**src/rtl/uplus_eth_pkg.sv**
```systemverilog
// rtl/uplus_eth_pkg.sv - shared types and helpers for the CMAC link controller
package uplus_eth_pkg;

    localparam int RETRY_W = 4;

    typedef enum logic [1:0] {G_QRST, G_QWAIT, G_RUN} g_state_t;

    typedef enum logic [2:0] {CH_IDLE, CH_RST, CH_WAIT, CH_UP, CH_FAIL} ch_state_t;

    function automatic int cnt_width(input int max_cyc);
        return (max_cyc < 1) ? 1 : $clog2(max_cyc + 1);
    endfunction

    function automatic int max2(input int a, input int b);
        return (a > b) ? a : b;
    endfunction

endpackage

```
**src/rtl/uplus_eth_ch_link_fsm.sv**
```systemverilog
// rtl/uplus_eth_ch_link_fsm.sv - one channel's reset/wait/up/fail sequencer
module uplus_eth_ch_link_fsm
    import uplus_eth_pkg::*;
#(
    parameter int CH_RST_CYC   = 128,
    parameter int LINK_TMO_CYC = 1048576,
    parameter int STABLE_CYC   = 1024,
    parameter int MAX_RETRY    = 7,
    parameter int TMR_W        = 21
) (
    input  logic               i_clk,
    input  logic               i_rst_n,
    input  logic               i_run,
    input  logic               i_lock_loss,
    input  logic               i_restart,
    input  logic               i_pg,
    input  logic               i_rx,
    output logic               o_ch_reset,
    output logic               o_link_up,
    output logic               o_link_fail,
    output logic [RETRY_W-1:0] o_retry_cnt
);

    localparam int STB_W = cnt_width(STABLE_CYC);
    localparam logic [TMR_W-1:0] RST_LAST = TMR_W'(CH_RST_CYC - 1);
    localparam logic [TMR_W-1:0] TMO_LAST = TMR_W'(LINK_TMO_CYC - 1);
    localparam logic [STB_W-1:0] STB_LAST = STB_W'(STABLE_CYC - 1);

    ch_state_t          r_state;
    logic [TMR_W-1:0]   r_timer;
    logic [STB_W-1:0]   r_stable;
    logic [RETRY_W-1:0] r_retry;
    logic               r_ch_reset;
    logic               r_link_up;
    logic               r_link_fail;

    logic [RETRY_W-1:0] w_retry_inc;
    logic               w_force_idle;

    assign w_retry_inc  = (r_retry == '1) ? r_retry : r_retry + RETRY_W'(1);
    // Lock loss outranks a restart request; missing powergood only loses to a restart.
    assign w_force_idle = i_lock_loss || (!i_restart && !i_pg);

    always_ff @(posedge i_clk or negedge i_rst_n) begin
        if (!i_rst_n) begin
            r_state     <= CH_IDLE;
            r_timer     <= '0;
            r_stable    <= '0;
            r_retry     <= '0;
            r_ch_reset  <= 1'b1;
            r_link_up   <= 1'b0;
            r_link_fail <= 1'b0;
        end else begin
            r_timer <= (r_timer == '1) ? r_timer : r_timer + TMR_W'(1);
            if (w_force_idle) begin
                r_state     <= CH_IDLE;
                r_timer     <= '0;
                r_stable    <= '0;
                r_ch_reset  <= 1'b1;
                r_link_up   <= 1'b0;
                r_link_fail <= 1'b0;
            end else if (i_restart) begin
                r_state     <= CH_RST;
                r_timer     <= '0;
                r_stable    <= '0;
                r_retry     <= '0;
                r_ch_reset  <= 1'b1;
                r_link_up   <= 1'b0;
                r_link_fail <= 1'b0;
            end else begin
                case (r_state)
                    CH_IDLE: begin
                        if (i_run) begin
                            r_state <= CH_RST;
                            r_timer <= '0;
                        end
                    end
                    CH_RST: begin
                        if (r_timer == RST_LAST) begin
                            r_state    <= CH_WAIT;
                            r_timer    <= '0;
                            r_stable   <= '0;
                            r_ch_reset <= 1'b0;
                        end
                    end
                    CH_WAIT: begin
                        if (i_rx && r_stable == STB_LAST) begin
                            r_state   <= CH_UP;
                            r_timer   <= '0;
                            r_link_up <= 1'b1;
                        end else if (r_timer == TMO_LAST) begin
                            r_timer    <= '0;
                            r_stable   <= '0;
                            r_ch_reset <= 1'b1;
                            r_retry    <= w_retry_inc;
                            if (MAX_RETRY != 0 && w_retry_inc == RETRY_W'(MAX_RETRY)) begin
                                r_state     <= CH_FAIL;
                                r_link_fail <= 1'b1;
                            end else begin
                                r_state <= CH_RST;
                            end
                        end else begin
                            r_stable <= i_rx ? r_stable + STB_W'(1) : '0;
                        end
                    end
                    CH_UP: begin
                        r_retry <= '0;
                        if (!i_rx) begin
                            r_state    <= CH_RST;
                            r_timer    <= '0;
                            r_ch_reset <= 1'b1;
                            r_link_up  <= 1'b0;
                        end
                    end
                    CH_FAIL: begin
                        r_ch_reset <= 1'b1;
                    end
                    default: begin
                        r_state    <= CH_IDLE;
                        r_timer    <= '0;
                        r_ch_reset <= 1'b1;
                        r_link_up  <= 1'b0;
                    end
                endcase
            end
        end
    end

    assign o_ch_reset  = r_ch_reset;
    assign o_link_up   = r_link_up;
    assign o_link_fail = r_link_fail;
    assign o_retry_cnt = r_retry;

endmodule

```
**src/rtl/uplus_eth_link_ctrl.sv**
```systemverilog
// rtl/uplus_eth_link_ctrl.sv - QPLL0 and multi-channel CMAC link bring-up controller
module uplus_eth_link_ctrl
    import uplus_eth_pkg::*;
#(
    parameter int CHANNELS     = 4,
    parameter int QPLL_RST_CYC = 256,
    parameter int QPLL_TMO_CYC = 65536,
    parameter int CH_RST_CYC   = 128,
    parameter int LINK_TMO_CYC = 1048576,
    parameter int STABLE_CYC   = 1024,
    parameter int MAX_RETRY    = 7
) (
    input  logic                          i_init_clk,
    input  logic                          i_sys_rst_n,
    input  logic                          i_qpll0lock,
    output logic                          o_qpll0reset,
    input  logic [CHANNELS-1:0]           i_gt_powergood,
    input  logic [CHANNELS-1:0]           i_stat_rx_status,
    output logic [CHANNELS-1:0]           o_ch_reset,
    output logic [CHANNELS-1:0]           o_link_up,
    output logic [CHANNELS-1:0]           o_link_fail,
    output logic [CHANNELS*RETRY_W-1:0]   o_retry_cnt,
    input  logic [CHANNELS-1:0]           i_ch_restart
);

    localparam int MAX_CYC = max2(max2(QPLL_RST_CYC, QPLL_TMO_CYC), max2(CH_RST_CYC, LINK_TMO_CYC));
    localparam int TMR_W   = cnt_width(MAX_CYC);
    localparam logic [TMR_W-1:0] QRST_LAST = TMR_W'(QPLL_RST_CYC - 1);
    localparam logic [TMR_W-1:0] QTMO_LAST = TMR_W'(QPLL_TMO_CYC - 1);

    logic                r_lock_s1, r_lock_s2;
    logic [CHANNELS-1:0] r_pg_s1, r_pg_s2;
    logic [CHANNELS-1:0] r_rx_s1, r_rx_s2;
    g_state_t            r_g_state;
    logic [TMR_W-1:0]    r_g_timer;
    logic                r_qpll0reset;

    logic                w_run;
    logic                w_lock_loss;

    always_ff @(posedge i_init_clk or negedge i_sys_rst_n) begin
        if (!i_sys_rst_n) begin
            r_lock_s1 <= 1'b0;
            r_lock_s2 <= 1'b0;
            r_pg_s1   <= '0;
            r_pg_s2   <= '0;
            r_rx_s1   <= '0;
            r_rx_s2   <= '0;
        end else begin
            r_lock_s1 <= i_qpll0lock;
            r_lock_s2 <= r_lock_s1;
            r_pg_s1   <= i_gt_powergood;
            r_pg_s2   <= r_pg_s1;
            r_rx_s1   <= i_stat_rx_status;
            r_rx_s2   <= r_rx_s1;
        end
    end

    always_ff @(posedge i_init_clk or negedge i_sys_rst_n) begin
        if (!i_sys_rst_n) begin
            r_g_state    <= G_QRST;
            r_g_timer    <= '0;
            r_qpll0reset <= 1'b1;
        end else begin
            r_g_timer <= (r_g_timer == '1) ? r_g_timer : r_g_timer + TMR_W'(1);
            case (r_g_state)
                G_QRST: begin
                    if (r_g_timer == QRST_LAST) begin
                        r_g_state    <= G_QWAIT;
                        r_g_timer    <= '0;
                        r_qpll0reset <= 1'b0;
                    end
                end
                G_QWAIT: begin
                    if (r_lock_s2) begin
                        r_g_state <= G_RUN;
                        r_g_timer <= '0;
                    end else if (r_g_timer == QTMO_LAST) begin
                        r_g_state    <= G_QRST;
                        r_g_timer    <= '0;
                        r_qpll0reset <= 1'b1;
                    end
                end
                G_RUN: begin
                    if (!r_lock_s2) begin
                        r_g_state    <= G_QRST;
                        r_g_timer    <= '0;
                        r_qpll0reset <= 1'b1;
                    end
                end
                default: begin
                    r_g_state    <= G_QRST;
                    r_g_timer    <= '0;
                    r_qpll0reset <= 1'b1;
                end
            endcase
        end
    end

    // Channels see lock loss on the same edge the global FSM drops back to G_QRST.
    assign w_run       = (r_g_state == G_RUN);
    assign w_lock_loss = w_run && !r_lock_s2;

    for (genvar n = 0; n < CHANNELS; n++) begin : g_ch
        uplus_eth_ch_link_fsm #(
            .CH_RST_CYC   (CH_RST_CYC),
            .LINK_TMO_CYC (LINK_TMO_CYC),
            .STABLE_CYC   (STABLE_CYC),
            .MAX_RETRY    (MAX_RETRY),
            .TMR_W        (TMR_W)
        ) u_fsm (
            .i_clk        (i_init_clk),
            .i_rst_n      (i_sys_rst_n),
            .i_run        (w_run),
            .i_lock_loss  (w_lock_loss),
            .i_restart    (i_ch_restart[n]),
            .i_pg         (r_pg_s2[n]),
            .i_rx         (r_rx_s2[n]),
            .o_ch_reset   (o_ch_reset[n]),
            .o_link_up    (o_link_up[n]),
            .o_link_fail  (o_link_fail[n]),
            .o_retry_cnt  (o_retry_cnt[RETRY_W*n +: RETRY_W])
        );
    end

    assign o_qpll0reset = r_qpll0reset;

endmodule

```
**config.mk**
```make
export PLATFORM = sky130hd
export DESIGN_NAME = uplus_eth_link_ctrl
export DESIGN_NICKNAME = d
export VERILOG_FILES = /design/src/rtl/uplus_eth_pkg.sv /design/src/rtl/uplus_eth_ch_link_fsm.sv /design/src/rtl/uplus_eth_link_ctrl.sv
export SDC_FILE = /design/constraint.sdc
export NUM_CORES = 1
export LEC_CHECK = 0
export BUFFER_PORTS_ARGS = -buffer_cell sky130_fd_sc_hd__buf_2
export CAP_MARGIN = 15
export CORE_UTILIZATION = 40
export DETAILED_ROUTE_END_ITERATION = 16
export SLEW_MARGIN = 20
export SYNTH_ARGS = -nofsm -noshare
export SYNTH_HDL_FRONTEND = slang
export SYNTH_SLANG_ARGS = --single-unit
```
**constraint.sdc**
```tcl
create_clock -name i_init_clk -period 2.5 [get_ports i_init_clk]
set_input_delay 0.375 -clock i_init_clk [delete_from_list [all_inputs] [get_ports i_init_clk]]
set_output_delay 0.375 -clock i_init_clk [all_outputs]
set_load 0.01 [all_outputs]
```
Word level (Yosys, flattened, before mapping)
Cells that the tools add are included. W data, S select, Z words.

$add $sub $neg: 13. Equality and inequality tests: 102. Mux-type cells: 205. Bitwise operators: 4. Reduce and logical (&&, ||, !) cells: 77.

Operators with widths (count): $mux W21 (37); $pmux W21 S5 (4); $mux W11 (24); $add A21 B1 Y21 const B (5); $eq A21 B21 Y1 const B (5); $pmux W11 S2 (4); $mux W3 (29); $eq A21 B20 Y1 const B (4); $eq A21 B7 Y1 const B (4); $mux W1 (68); $mux W4 (16); $pmux W21 S3 (1); $pmux W3 S5 (4); $ne A3 B2 Y1 const B (16); $ne A4 B2 Y1 const B (12); $ne A4 B3 Y1 const B (12); $reduce_bool A3 Y1 (16); $add A11 B1 Y11 const B (4); $eq A11 B10 Y1 const B (4); $reduce_and A5 Y1 (8); $reduce_and A4 Y1 (9); $pmux W4 S2 (4); $reduce_and A3 Y1 (9); $eq A3 B2 Y1 const B (8); other kinds (25) (94).

Bits in registers: 210. Input port bits: 15. Output and inout bits: 29. Word-level logic and storage cells: 438.

Longest topological paths before layout
Depth after elaboration: 9. Mapped depth: 9. Gate-level depth less buffers: 7.

Hierarchy
Synthesis repeated with hierarchy kept, for this count alone.

Cells, all modules: 1312. Area, all modules: 12071.6 sq um.

Modules (own cells, without submodules): uplus_eth_ch_link_fsm at g_ch[0].u_fsm (instances 1, cells an instance 302, area each 2646.3 sq um, sequential area each 1052.3 sq um); uplus_eth_ch_link_fsm at g_ch[1].u_fsm (instances 1, cells an instance 284, area each 2626.3 sq um, sequential area each 1052.3 sq um); uplus_eth_ch_link_fsm at g_ch[2].u_fsm (instances 1, cells an instance 277, area each 2508.7 sq um, sequential area each 1052.3 sq um); uplus_eth_ch_link_fsm at g_ch[3].u_fsm (instances 1, cells an instance 278, area each 2449.8 sq um, sequential area each 1052.3 sq um); uplus_eth_link_ctrl (instances 1, cells an instance 171, area each 1840.5 sq um, sequential area each 1052.3 sq um).

Least setup slack after synthesis
Ideal clock, no wire load.

Path kind: flip-flop to flip-flop. Start point: register g_ch[3].u_fsm.r_stable[0]. End point: register g_ch[3].u_fsm.r_state[2]. Setup time: 125 ps. Data arrival time: 2077 ps. Data required time: 2375 ps. Slack: 298 ps. Stages on the path, launching flop included: 9. Path buffers: 1. Clock period less this slack: 2202 ps. Cells stage by stage: dfrtp_1 ha_1 nand3_1 or4_1 clkbuf_1 nand2_1 nor2_1 o21bai_2 mux2_2.

Cells in the longest elaborated chain, start to end: 6. Elaborated cells on any way between the ends: 8. Classes of those cells: 2 x eq/ne; 4 x mux; 2 x reduce/logical.

Ends and longest elaborated chain: start, declared (RTL line uplus_eth_ch_link_fsm.sv:31) `logic [STB_W-1:0] r_stable;`; start signal, assigned (RTL line uplus_eth_ch_link_fsm.sv:103) `r_stable <= i_rx ? r_stable + STB_W'(1) : '0;`; $eq A11 B10 Y1 * (RTL line uplus_eth_ch_link_fsm.sv:87) `if (i_rx && r_stable == STB_LAST) begin`; $logic_and A1 B1 Y1 * (RTL line uplus_eth_ch_link_fsm.sv:87); $mux W3 (RTL line uplus_eth_ch_link_fsm.sv:87); $pmux W3 S5 (RTL line uplus_eth_ch_link_fsm.sv:71) `case (r_state)`; $mux W3 (RTL line uplus_eth_ch_link_fsm.sv:62) `end else if (i_restart) begin`; $mux W3 (RTL line uplus_eth_ch_link_fsm.sv:55) `if (w_force_idle) begin`; end signal, assigned (RTL line uplus_eth_ch_link_fsm.sv:56) `r_state <= CH_IDLE;`; end signal, assigned (RTL line uplus_eth_ch_link_fsm.sv:63) `r_state <= CH_RST;`; end signal, assigned (RTL line uplus_eth_ch_link_fsm.sv:88) `r_state <= CH_UP;`; end, declared (RTL line uplus_eth_ch_link_fsm.sv:29) `ch_state_t r_state;`.

Every way passes the cells marked *; elsewhere a longest branch is shown, timed or not. A chain may end at the register's enable or synchronous reset.

Final worst setup path
Start point: register g_ch[3].u_fsm.r_timer[7]. End point: register g_ch[3].u_fsm.r_stable[6].

Cells in the longest elaborated chain, start to end: 6. Elaborated cells on any way between the ends: 9. Classes of those cells: 3 x eq/ne; 5 x mux; 1 x reduce/logical.

Ends and longest elaborated chain: start, declared (RTL line uplus_eth_ch_link_fsm.sv:30) `logic [TMR_W-1:0] r_timer;`; start signal, assigned (RTL line uplus_eth_ch_link_fsm.sv:54) `r_timer <= (r_timer == '1) ? r_timer : r_timer + TMR_W'(1);`; $eq A21 B20 Y1 (RTL line uplus_eth_ch_link_fsm.sv:91) `end else if (r_timer == TMO_LAST) begin`; $mux W11 (RTL line uplus_eth_ch_link_fsm.sv:91); $mux W11 (RTL line uplus_eth_ch_link_fsm.sv:87); $pmux W11 S2 (RTL line uplus_eth_ch_link_fsm.sv:71); $mux W11 (RTL line uplus_eth_ch_link_fsm.sv:62); $mux W11 (RTL line uplus_eth_ch_link_fsm.sv:55).

Several ways; a longest one is shown, not always the timed one. The select of a mux whose other input is x is not followed.

==> impl_metrics.env <==
export IMPL_period_needed_ns=2.359
export IMPL_die_x_um=170.1
export IMPL_clock_power_share_pct=50.5
export IMPL_initial_core_util_pct=40.66
export IMPL_final_common_cell="dfrtp_1"
export IMPL_maxCapViolCount=0
export IMPL_yosysWarningCount=0
export IMPL_p_leak_nw=5.710
export IMPL_wl_met2_mm=11.27
export IMPL_num_rows=61
export IMPL_synth_area_leader_cell="dfrtp_1"
export IMPL_syn_to_final_growth_pct=16.48
export IMPL_hold_path_class="in2reg"
export IMPL_status="complete, no violations"
export IMPL_final_nets=1330
export IMPL_detail_route_wirelength_mm=25.12
export IMPL_crit_path_start_kind="flip-flop"
export IMPL_via_per_inst=5.407
export IMPL_swShare_pct=22.68
export IMPL_clock_latency_ns=0.53
export IMPL_cts_tree="yes"
export IMPL_cp_arrival_ns=2.79
export IMPL_route_met3_wl_mm=1.092
export IMPL_p_switching_w=0.001839
export IMPL_cts_made_buffers=26
export IMPL_synth_ff_type="dfrtp_1"
export IMPL_clock_fmax_mhz=423.9
export IMPL_stdcell_count=1700
export IMPL_crit_type="reg2reg"
export IMPL_drt_iter0_drc=710
export IMPL_fillers=2654
export IMPL_gp_congestion=0.8593
export IMPL_gr_usage_all_layers_pct=17.78
export IMPL_synth_area_um2=11300
export IMPL_skew_ns=0.01684
export IMPL_fin_crit_sh_pct=94.35
export IMPL_synthArstFlopShare_pct=100.0
export IMPL_syn_area_per_cell_um2=9.200
export IMPL_n_antenna_cell=0
export IMPL_grt_max_degree=71
export IMPL_yosysUniqueCellTypes=81
export IMPL_htreeDepth=1
export IMPL_drc_errors=0
export IMPL_coreArea_um2=27780
export IMPL_ir_drop_uv=492.1
export IMPL_drtAntennaViolNets=0
export IMPL_antenna_found_initial=0
export IMPL_final_core_util_pct=47.37
export IMPL_syn_num_nets=1256
export IMPL_io_pins=44
export IMPL_grt_pass1_vias=8709
export IMPL_synth_top_area_share_pct=45.41
export IMPL_cp_max_fo=9
export IMPL_power_density_nw_per_um2=616.2
export IMPL_cts_buffer_depth=3
export IMPL_grt_ovfl_total=0
export IMPL_internal_power_w=0.006270
export IMPL_cts_root_buffer="clkbuf_16"
export IMPL_finalSetupViolCount=0
export IMPL_synth_seq_cells=210
export IMPL_synthCells=1228
export IMPL_cts_clk_slew_worst_paths_ns=0.06
export IMPL_finalHoldViolCount=0
export IMPL_num_vias=9192
export IMPL_wl_met1_mm=12.16
export IMPL_seq_power_share_pct=43.5
export IMPL_die_area_um2=28920
export IMPL_multi_input_area_um2=5660
export IMPL_final_max_slew_viol_count=0
export IMPL_end_kind="flip-flop"
export IMPL_cp_required_ns=2.93
export IMPL_hpwl_mm=17.39
export IMPL_final_cell_mix="205 x dfrtp_1, 174 x nor2_1, 104 x nand2_1, 67 x nand3_1, 54 x xor2_1"
export IMPL_grt_pass1_wl_mm=42.68
export IMPL_placed_cells=1642
export IMPL_finalSetupTns_ns=0
export IMPL_clkSinkCount=210
export IMPL_synth_area_top_cells="dfrtp_1 45%, nor2_1 5.8%, xor2_1 4.2%"
export IMPL_topRoutingLayerUsed="met4"
export IMPL_synth_edf_count=0
export IMPL_die_h_um=170.1
export IMPL_firstDrtPassIters=5
export IMPL_ys_seq_area_share_pct=46.57
export IMPL_slew_headroom_pct=40.06
export IMPL_power_frac_comb_pct=6.0
export IMPL_avgRoutedWirePerCell_um=14.77
export IMPL_seq_area_um2=5261
export IMPL_rsz0062_at_grt="false"
export IMPL_drive_gt1_share_pct=12.33
export IMPL_tightest_slew_ns=0.8922
export IMPL_portBuffers=43
## worst max-delay path, cell delays in order, from the launching register on
cell	delay [ns]
dfrtp_1	0.44
nor4_1	0.32
nand4_1	0.17
or4b_1	0.57
and3_1	0.32
nand2b_1	0.21
o41ai_2	0.22
## Yosys cell counts, drive strengths merged (6+ instances only)
| cell | number |
|---|---|
| a21boi | 7 |
| nand2b | 16 |
| inv | 28 |
| nor2b | 14 |
| o211ai | 6 |
| mux2i | 7 |
| and4 | 16 |
| xnor2 | 42 |
| a31oi | 16 |
| or4 | 9 |
| nor3b | 11 |
| a21oi | 40 |
| o21ai | 77 |
| nand2 | 104 |
| nand4 | 44 |
| nor3 | 30 |
| a22o | 11 |
| and3 | 53 |
| clkbuf | 18 |
| xor2 | 54 |
| nor4 | 19 |
| nand3b | 6 |
| ha | 13 |
| dfrtp | 205 |
| a211oi | 7 |
| buf | 34 |
| nand3 | 67 |
| o21a | 9 |
| and2 | 12 |
| a221o | 6 |
| nor2 | 176 |
## routing by layer
metal / vias up / track usage, %
li1: 4570 / -
met1: 4393 / 25.33
met2: 189 / 27.66
met3: 40 / 2.698
met4: 0 / 5.680
met5: - / 0
## logic make-up after synthesis
group | after synthesis | synth area share [%]
flops | 210 | 46.57
simple gates | 595 | 27.23
fa+ha+maj | 13 | 1.440
xor+xnor | 96 | 7.443
mux | 12 | 1.119
buf+inv | 80 | 3.323
compound gates | 222 | 12.87
## flip-flops by register name (all words and copies together), names as in the netlist, 2 cells and up
register	flops
r_pg_s1	4
g_ch.u_fsm.r_timer	84
g_ch.u_fsm.o_retry_cnt	16
g_ch.u_fsm.o_link_up	4
r_rx_s2	4
r_rx_s1	4
r_g_state	2
g_ch.u_fsm.o_ch_reset	4
r_pg_s2	4
g_ch.u_fsm.r_state	12
g_ch.u_fsm.o_link_fail	4
r_g_timer	21
g_ch.u_fsm.r_stable	44
## metrics by stage
stage	hold slack, ns	worst slack, ns	instance area (um2)	total power [W]
global placement	0.3319	0.2272	12100	0.004059
CTS	0.2248	0.1386	13160	0.008243
global route	0.2495	0.0006455	13160	0.008457
detailed placement	0.3347	0.1736	12100	0.004063
finish	0.2594	0.1411	13160	0.008109
floorplan	0.07941	0.2983	11300	0.003854
## final timing paths
| check | start | endpoint | slack, ns | depth (start not counted) |
|---|---|---|---|---|
| hold / removal | i_ch_restart[2] | g_ch[2].u_fsm.o_retry_cnt[2]$_DFFE_PN0P_ | 0.26 | 4 |
| hold reg to reg | r_rx_s1[0]$_DFF_PN0_ | r_rx_s2[0]$_DFF_PN0_ | 0.34 | 0 |
| min in group asynchronous | i_sys_rst_n | g_ch[1].u_fsm.r_stable[3]$_DFFE_PN0P_ | 0.42 | 2 |
| max in group asynchronous | i_sys_rst_n | g_ch[3].u_fsm.o_ch_reset$_DFFE_PN1P_ | 1.32 | 3 |
| setup / recovery | g_ch[3].u_fsm.r_timer[7]$_DFF_PN0_ | g_ch[3].u_fsm.r_stable[6]$_DFFE_PN0P_ | 0.14 | 6 |
| setup reg to reg | g_ch[3].u_fsm.r_timer[7]$_DFF_PN0_ | g_ch[3].u_fsm.r_stable[6]$_DFFE_PN0P_ | 0.14 | 6 |
## layout make-up
cell class | instances | area share, %
clock inverters | 13 | 1.512
repair buffers | 98 | 5.353
well taps | 378 | 3.594
clock buffers | 35 | 5.743
multi-input cells | 938 | 43.02
inverters | 28 | 0.7987
flip-flops and latches | 210 | 39.98
## power groups by stage
stage                     sequential (W)  clock, W  combinational [W]
after floorplan                  0.00356         0           0.000295
final                            0.00353   0.00410           0.000486
after global routing             0.00353   0.00437           0.000547
after detailed placement         0.00359         0           0.000477
after CTS                        0.00353   0.00423           0.000492
after global placement           0.00359         0           0.000473
## what timing repair did
item,4_1_cts,5_1_grt
buffers inserted,0,0
endpoints found under the hold margin,72,0
hold buffers,10,0
endpoints found under the setup margin,0,10
gates resized for setup,0,1
Power figures use the tool's default switching activity.
